`config.mk`:
```
export PLATFORM = sky130hd
export DESIGN_NAME = if_id_queue_flat
export DESIGN_NICKNAME = d
export VERILOG_FILES = /design/src/rtl/cpu_pkg.sv /design/src/rtl/if_id_queue_if.sv /design/src/rtl/if_id_queue.sv /design/src/flat_wrapper.sv
export SDC_FILE = /design/constraint.sdc
export NUM_CORES = 1
export LEC_CHECK = 0
export BUFFER_PORTS_ARGS = -buffer_cell sky130_fd_sc_hd__buf_4
export CAP_MARGIN = 15
export CORE_MARGIN = 5
export CORE_UTILIZATION = 45
export CTS_CLUSTER_SIZE = 8
export DETAILED_ROUTE_END_ITERATION = 16
export GPL_ROUTABILITY_DRIVEN = 0
export PLACE_DENSITY_LB_ADDON = 0.12
export SLEW_MARGIN = 20
export SYNTH_ARGS = -nofsm -noshare
export SYNTH_HDL_FRONTEND = slang
export SYNTH_SLANG_ARGS = --single-unit
```
`constraint.sdc`:
```
create_clock -name clk_i -period 3.5 [get_ports clk_i]
set_input_delay 1.05 -clock clk_i [delete_from_list [all_inputs] [get_ports clk_i]]
set_output_delay 1.05 -clock clk_i [all_outputs]
set_load 0.02 [all_outputs]
```
`src/rtl/cpu_pkg.sv`:
```
// cpu_pkg: core-wide constants shared by fetch, the IF/ID queue, decode and the immediate generator.
package cpu_pkg;
    localparam int XLEN = 32;
    localparam logic [31:0] NOP_INSTR = 32'h00000013;
    localparam logic [6:0] OP_LUI    = 7'b0110111;
    localparam logic [6:0] OP_AUIPC  = 7'b0010111;
    localparam logic [6:0] OP_JAL    = 7'b1101111;
    localparam logic [6:0] OP_JALR   = 7'b1100111;
    localparam logic [6:0] OP_BRANCH = 7'b1100011;
    localparam logic [6:0] OP_LOAD   = 7'b0000011;
    localparam logic [6:0] OP_STORE  = 7'b0100011;
    localparam logic [6:0] OP_IMM    = 7'b0010011;
    localparam logic [6:0] OP_REG    = 7'b0110011;
endpackage

```
`src/rtl/if_id_queue_if.sv`:
```
// if_id_queue_if: fetch-side and decode-side handshake bundle around the IF/ID queue.
interface if_id_queue_if #(
    parameter int DEPTH = 2,
    parameter int XLEN  = cpu_pkg::XLEN
);
    logic                       fetch_valid_i;
    logic [XLEN-1:0]            fetch_pc_i;
    logic [XLEN-1:0]            fetch_instr_i;
    logic                       fetch_ready_o;
    logic                       dec_valid_o;
    logic [XLEN-1:0]            dec_pc_o;
    logic [XLEN-1:0]            dec_instr_o;
    logic                       dec_ready_i;
    logic                       flush_i;
    logic [$clog2(DEPTH):0]     count_o;

    modport master (
        output fetch_valid_i, fetch_pc_i, fetch_instr_i, dec_ready_i, flush_i,
        input  fetch_ready_o, dec_valid_o, dec_pc_o, dec_instr_o, count_o
    );

    modport slave (
        input  fetch_valid_i, fetch_pc_i, fetch_instr_i, dec_ready_i, flush_i,
        output fetch_ready_o, dec_valid_o, dec_pc_o, dec_instr_o, count_o
    );
endinterface

```
`src/rtl/if_id_queue.sv`:
```
// if_id_queue: DEPTH-entry {pc, instr} buffer between fetch and decode with one-cycle flush.
module if_id_queue #(
    parameter int DEPTH = 2,
    parameter int XLEN  = cpu_pkg::XLEN
) (
    input logic         clk_i,
    input logic         rst_i,
    if_id_queue_if.slave q
);
    localparam int AW = $clog2(DEPTH);
    localparam int CW = AW + 1;

    logic [AW-1:0]   wr_ptr, rd_ptr;
    logic [CW-1:0]   count;
    logic [XLEN-1:0] pc_mem    [DEPTH];
    logic [XLEN-1:0] instr_mem [DEPTH];
    logic            push, pop;

    // fetch_ready_o comes from registered count only, so a full queue never passes through
    assign q.fetch_ready_o = count < CW'(DEPTH);
    assign q.dec_valid_o   = count != '0;
    assign q.count_o       = count;
    assign q.dec_pc_o      = q.dec_valid_o ? pc_mem[rd_ptr] : '0;
    assign q.dec_instr_o   = q.dec_valid_o ? instr_mem[rd_ptr] : XLEN'(cpu_pkg::NOP_INSTR);
    assign push = q.fetch_valid_i & q.fetch_ready_o & ~q.flush_i;
    assign pop  = q.dec_valid_o & q.dec_ready_i & ~q.flush_i;

    always_ff @(posedge clk_i or negedge rst_i) begin
        if (!rst_i) begin
            wr_ptr <= '0;
            rd_ptr <= '0;
            count  <= '0;
        end else if (q.flush_i) begin
            wr_ptr <= '0;
            rd_ptr <= '0;
            count  <= '0;
        end else begin
            wr_ptr <= wr_ptr + AW'(push);
            rd_ptr <= rd_ptr + AW'(pop);
            count  <= count + CW'(push) - CW'(pop);
        end
    end

    // Storage needs no reset: an entry is only read once count says it was written
    always_ff @(posedge clk_i) begin
        if (push) begin
            pc_mem[wr_ptr]    <= q.fetch_pc_i;
            instr_mem[wr_ptr] <= q.fetch_instr_i;
        end
    end
endmodule

```
`src/flat_wrapper.sv`:
```
// flat-port wrapper written by rule: the top's interface ports become plain ports
module if_id_queue_flat 
#(
    parameter int DEPTH = 2,
    parameter int XLEN  = cpu_pkg::XLEN
)
  (clk_i, rst_i, q_fetch_valid_i, q_fetch_pc_i, q_fetch_instr_i, q_dec_ready_i, q_flush_i, q_fetch_ready_o, q_dec_valid_o, q_dec_pc_o, q_dec_instr_o, q_count_o);
  if_id_queue_if #(.DEPTH(DEPTH), .XLEN(XLEN)) q_i ();
  input logic clk_i;
  input logic rst_i;
  input wire logic [$bits(q_i.fetch_valid_i)-1:0] q_fetch_valid_i;
  input wire logic [$bits(q_i.fetch_pc_i)-1:0] q_fetch_pc_i;
  input wire logic [$bits(q_i.fetch_instr_i)-1:0] q_fetch_instr_i;
  input wire logic [$bits(q_i.dec_ready_i)-1:0] q_dec_ready_i;
  input wire logic [$bits(q_i.flush_i)-1:0] q_flush_i;
  output wire logic [$bits(q_i.fetch_ready_o)-1:0] q_fetch_ready_o;
  output wire logic [$bits(q_i.dec_valid_o)-1:0] q_dec_valid_o;
  output wire logic [$bits(q_i.dec_pc_o)-1:0] q_dec_pc_o;
  output wire logic [$bits(q_i.dec_instr_o)-1:0] q_dec_instr_o;
  output wire logic [$bits(q_i.count_o)-1:0] q_count_o;
  assign q_i.fetch_valid_i = q_fetch_valid_i;
  assign q_i.fetch_pc_i = q_fetch_pc_i;
  assign q_i.fetch_instr_i = q_fetch_instr_i;
  assign q_i.dec_ready_i = q_dec_ready_i;
  assign q_i.flush_i = q_flush_i;
  assign q_fetch_ready_o = q_i.fetch_ready_o;
  assign q_dec_valid_o = q_i.dec_valid_o;
  assign q_dec_pc_o = q_i.dec_pc_o;
  assign q_dec_instr_o = q_i.dec_instr_o;
  assign q_count_o = q_i.count_o;
  if_id_queue #(.DEPTH(DEPTH), .XLEN(XLEN)) u_core (.clk_i(clk_i), .rst_i(rst_i), .q(q_i));
endmodule
```
-- Word-level counts from Yosys, hierarchy flattened
Memory sizes are Yosys's and may differ from the RTL's.
Cells that the tools add are included.
- memories: 2
- flip-flop bits (word level): 4
- bits in writable memories: 128
- $add $sub $neg: 4
- muxes and demuxes: 7
- reductions and logical operators: 1
- order comparisons: 1
- bitwise logic cells: 5
- memory list (name ; words ; width ; read ports ; clocked after Yosys merged registers in ; wr ports ; line ; text):
    u_core.instr_mem ; 2 ; 32 ; 1 ; 0 ; 1 ; if_id_queue.sv:16 ; logic [XLEN-1:0] instr_mem [DEPTH];
    u_core.pc_mem ; 2 ; 32 ; 1 ; 0 ; 1 ; if_id_queue.sv:15 ; logic [XLEN-1:0] pc_mem [DEPTH];
- operators by type and width (operator ; count):
    $mux W32 ; 2
    $and A1 B1 Y1 ; 4
    $mux W1 ; 4
    $add A1 B1 Y1 ; 2
    $add A2 B1 Y2 ; 1
    $lt A2 B2 Y1 const B ; 1
    $mux W2 ; 1
    $reduce_bool A2 Y1 ; 1
    $sub A2 B1 Y2 ; 1
    $not A1 Y1 ; 1

-- Logic depth before layout (Yosys ltp)
- depth after elaboration: 6
- gate-level depth with buffers: 7

-- Worst setup path before layout
Ideal clock, no wire load.
- path kind: in2reg
- start point: input port q_flush_i
- end point: memory u_core.instr_mem[1][0], enable pin
- setup slack: 87 ps
- arrival time: 2984 ps
- path buffers: 0
- stages on the path: 2
- cells stage by stage: nor3b_1 -> ha_1
- word-level cells in the longest chain between the ends: 4
- RTL lines (element ; line ; text):
    from (decl) ; flat_wrapper.sv:15 ; input wire logic [$bits(q_i.flush_i)-1:0] q_flush_i;
    $not A1 Y1 ; if_id_queue.sv:25 ; assign push = q.fetch_valid_i & q.fetch_ready_o & ~q.flush_i;
    $and A1 B1 Y1 ; if_id_queue.sv:25 ;
    $mux W1 ; if_id_queue.sv:46 ; if (push) begin
    $mux W1 (not written as such) ; if_id_queue.sv:48 ; instr_mem[wr_ptr] <= q.fetch_instr_i;
    to (decl) ; if_id_queue.sv:16 ;
Every way passes these cells.

-- Final worst setup path
- start point: register u_core.rd_ptr
- end point: output port q_dec_instr_o[17]
- word-level cells in the longest chain between the ends: 2
- RTL lines (element ; line ; text):
    from (decl) ; if_id_queue.sv:13 ; logic [AW-1:0] wr_ptr, rd_ptr;
    from (signal assigned) ; if_id_queue.sv:39 ; rd_ptr <= rd_ptr + AW'(pop);
    $mem_v2 Z2 W32 ; n/a ;
    $mux W32 ; if_id_queue.sv:24 ; assign q.dec_instr_o = q.dec_valid_o ? instr_mem[rd_ptr] : XLEN'(cpu_pkg::NOP_INSTR);
    to (decl) ; flat_wrapper.sv:19 ; output wire logic [$bits(q_i.dec_instr_o)-1:0] q_dec_instr_o;
Every way passes these cells.

==> impl_metrics.json <==
{
  "outcome": "complete, no violations",
  "critPathMaxStageDelay_ns": 0.84,
  "synthArstFlopShare_pct": 3.03,
  "synth_ff_type": "edfxtp_1",
  "via_per_inst": 4.74,
  "fin_area_mm2": 0.00690,
  "crit_type": "reg2out",
  "critPathLaunchType": "flip-flop",
  "firstDrtPassIters": 4,
  "cts_tree": "built",
  "grt_max_degree": 38,
  "numCtsBuffers": 17,
  "fmax_ghz": 0.323,
  "worstMarginPinSlew_ns": 0.717,
  "hold_viol_final": 0,
  "num-nets-final": 517,
  "path_buf_inv": 2,
  "power_w": 0.00490,
  "hp-class": "in2async",
  "finalCritPeriodShare_pct": 88.6,
  "finClkSkew_ns": 0.00513,
  "placed_cell_area_mm2": 0.00628,
  "ctsHoldBuffers": 0,
  "max_slew_margin_pct": 52.1,
  "slew_viol_final": 0,
  "dp_hpwl_um": 6320,
  "cts.clk_slew.worst_paths_ns": 0.06,
  "drtIter0Drc": 148,
  "ir_drop_mv": 0.453,
  "wl_per_cell_um": 16.0,
  "synth_top_area_cell": "edfxtp_1",
  "start_util_pct": 46.4,
  "syn_inst": 293,
  "clock_latency_ns": 0.40,
  "rsz0062_at_grt": "no",
  "cts.sink_count": 132,
  "fin_ws_ns": 0.400,
  "io_pins": 137,
  "fin_util_pct": 63.1,
  "cts.htree.levels": 4,
  "grt_pass1_wl_um": 14600,
  "synthTopCellsByArea": "edfxtp_1, mux2i_1, nor2_1, dfrtp_1, buf_6",
  "die_w_um": 116,
  "cpMaxStageDelayCell": "dfrtp_4",
  "power_density_mw_per_mm2": 710,
  "ant_nets": 0,
  "grt_use_total_pct": 14.6,
  "cp_data_required_time_ns": 2.45,
  "maxCapViolations": 0,
  "syn_area_mm2": 0.00507,
  "syn_area_per_cell_um2": 17.3,
  "drcViolationCount": 0,
  "detail_route.wirelength_um": 9540,
  "setup_tns_ns": 0,
  "num_rows": 38,
  "coreArea_mm2": 0.0109,
  "portBuffers": 136,
  "ys_seq_elements": 132,
  "cts_setup_buffers": 0,
  "worstSetupEndpointType": "output pin",
  "synthDistinctLibCells": 16,
  "die_h_um": 116,
  "power_leakage_nw": 2.60,
  "synth_top_area_share_pct": 75.7,
  "cp_top_family": "flip-flops",
  "via_count": 2822,
  "crit_top_cell": "buf_4",
  "finalSetupViolCount": 0,
  "drive_above_1_share_pct": 39.3,
  "cp_max_fo": 37,
  "pre_cts_ws_ns": 0.685,
  "synth-edff-count": 128,
  "root_buffer": "clkbuf_16",
  "antenna_found_initial": 0,
  "ys_seq_area_share_pct": 77.7,
  "cp.arrival_ns": 2.05,
  "yosys_warnings": 0,
  "gr-total-overflow": 0,
  "synth_nets": 366,
  "cts_max_path_buffers": 2,
  "die_area_mm2": 0.0135,
  "grt_pass1_vias": 2906,
  "period_minus_slack_ns": 3.10,
  "antenna_cells": 0,
  "cts-resized-gates": 0,
  "path_cells": "buf_4 > mux2i_1 > nor2_1 > buf_4",
  "syn_to_final_growth_pct": 35.9
}
-- cells by family after synthesis --
logic type	share of synthesized area, %
compound gates	0.0985
xor+xnor	0.444
fa+ha+maj	0.986
buf+inv	2.37
flops	77.7
mux	12.8
simple gates	5.55
-- cells in the mapped netlist, types with 2 or more instances --
master      n
buf_2       6
dfrtp_1     4
buf_6       5
nor2b_1     2
nand2_1     3
nor2_1     65
ha_1        4
edfxtp_1  128
mux2i_1    64
inv_1       5
buf_4       2
-- metal layers --
metal | up-vias | global-route usage [%] | routed length, um
met4 | 0 | 4.87 | 47
met2 | 99 | 23.6 | 4790
li1 | 1386 | - | -
met3 | 4 | 4.87 | 657
met5 | - | 0 | 0
met1 | 1333 | 18.7 | 4040
-- metrics by stage --
stage	hold slack, ns	instances
3_3_place_gp	0.701	565
3_5_place_dp	0.719	565
6_report	0.440	595
2_1_floorplan	0.596	293
4_1_cts	0.425	595
5_1_grt	0.421	595
-- worst paths after layout --
kind,from,to,slack [ns],cells after the start
max,u_core.rd_ptr$_DFF_PN0_,q_dec_instr_o[17],0.40,4
min,rst_i,u_core.q.count_o[0]$_DFF_PN0_,0.44,1
max reg2reg,u_core.q.count_o[1]$_DFF_PN0_,u_core.pc_mem[1][5]$_DFFE_PP_,1.42,3
min reg2reg,u_core.wr_ptr$_DFF_PN0_,u_core.wr_ptr$_DFF_PN0_,0.72,3
max in group asynchronous,rst_i,u_core.rd_ptr$_DFF_PN0_,2.94,1
min in group clk_i,u_core.wr_ptr$_DFF_PN0_,u_core.wr_ptr$_DFF_PN0_,0.72,3
-- layout make-up --
class	count	area, um^2
Clock inverter	12	183
Clock buffer	18	429
Timing Repair Buffer	145	1100
Inverter	5	18.8
Fill cell	841	4040
Multi-Input combinational cell	143	1040
Sequential cell	132	3950
Tap cell	140	175
-- placed cells by master (no fill, tap or decap), drive strengths merged --
master,synthesis,routed
clkinv,0,4
clkbuf,0,18
nor2b,2,2
nand2,3,3
mux2,1,1
buf,13,145
o21ai,1,1
edfxtp,128,128
mux2i,64,64
bufinv,0,4
dfrtp,4,4
clkinvlp,0,3
ha,4,4
nor2,66,66
inv,5,6
xnor3,1,1
nor3b,1,1
-- where the power goes --
group | total, W | internal [W] | switching [W]
Combinational | 0.00117 | 0.000507 | 0.000663
Sequential | 0.00192 | 0.00185 | 0.0000752
Clock | 0.00180 | 0.00119 | 0.000617
Total | 0.00490 | 0.00354 | 0.00136
-- flip-flops by register name, summed over array words and instances, names as in the netlist --
name              cells
u_core.q.count_o      2
u_core.wr_ptr         1
u_core.rd_ptr         1
u_core.pc_mem        64
u_core.instr_mem     64
Power figures use the tool's default switching activity.
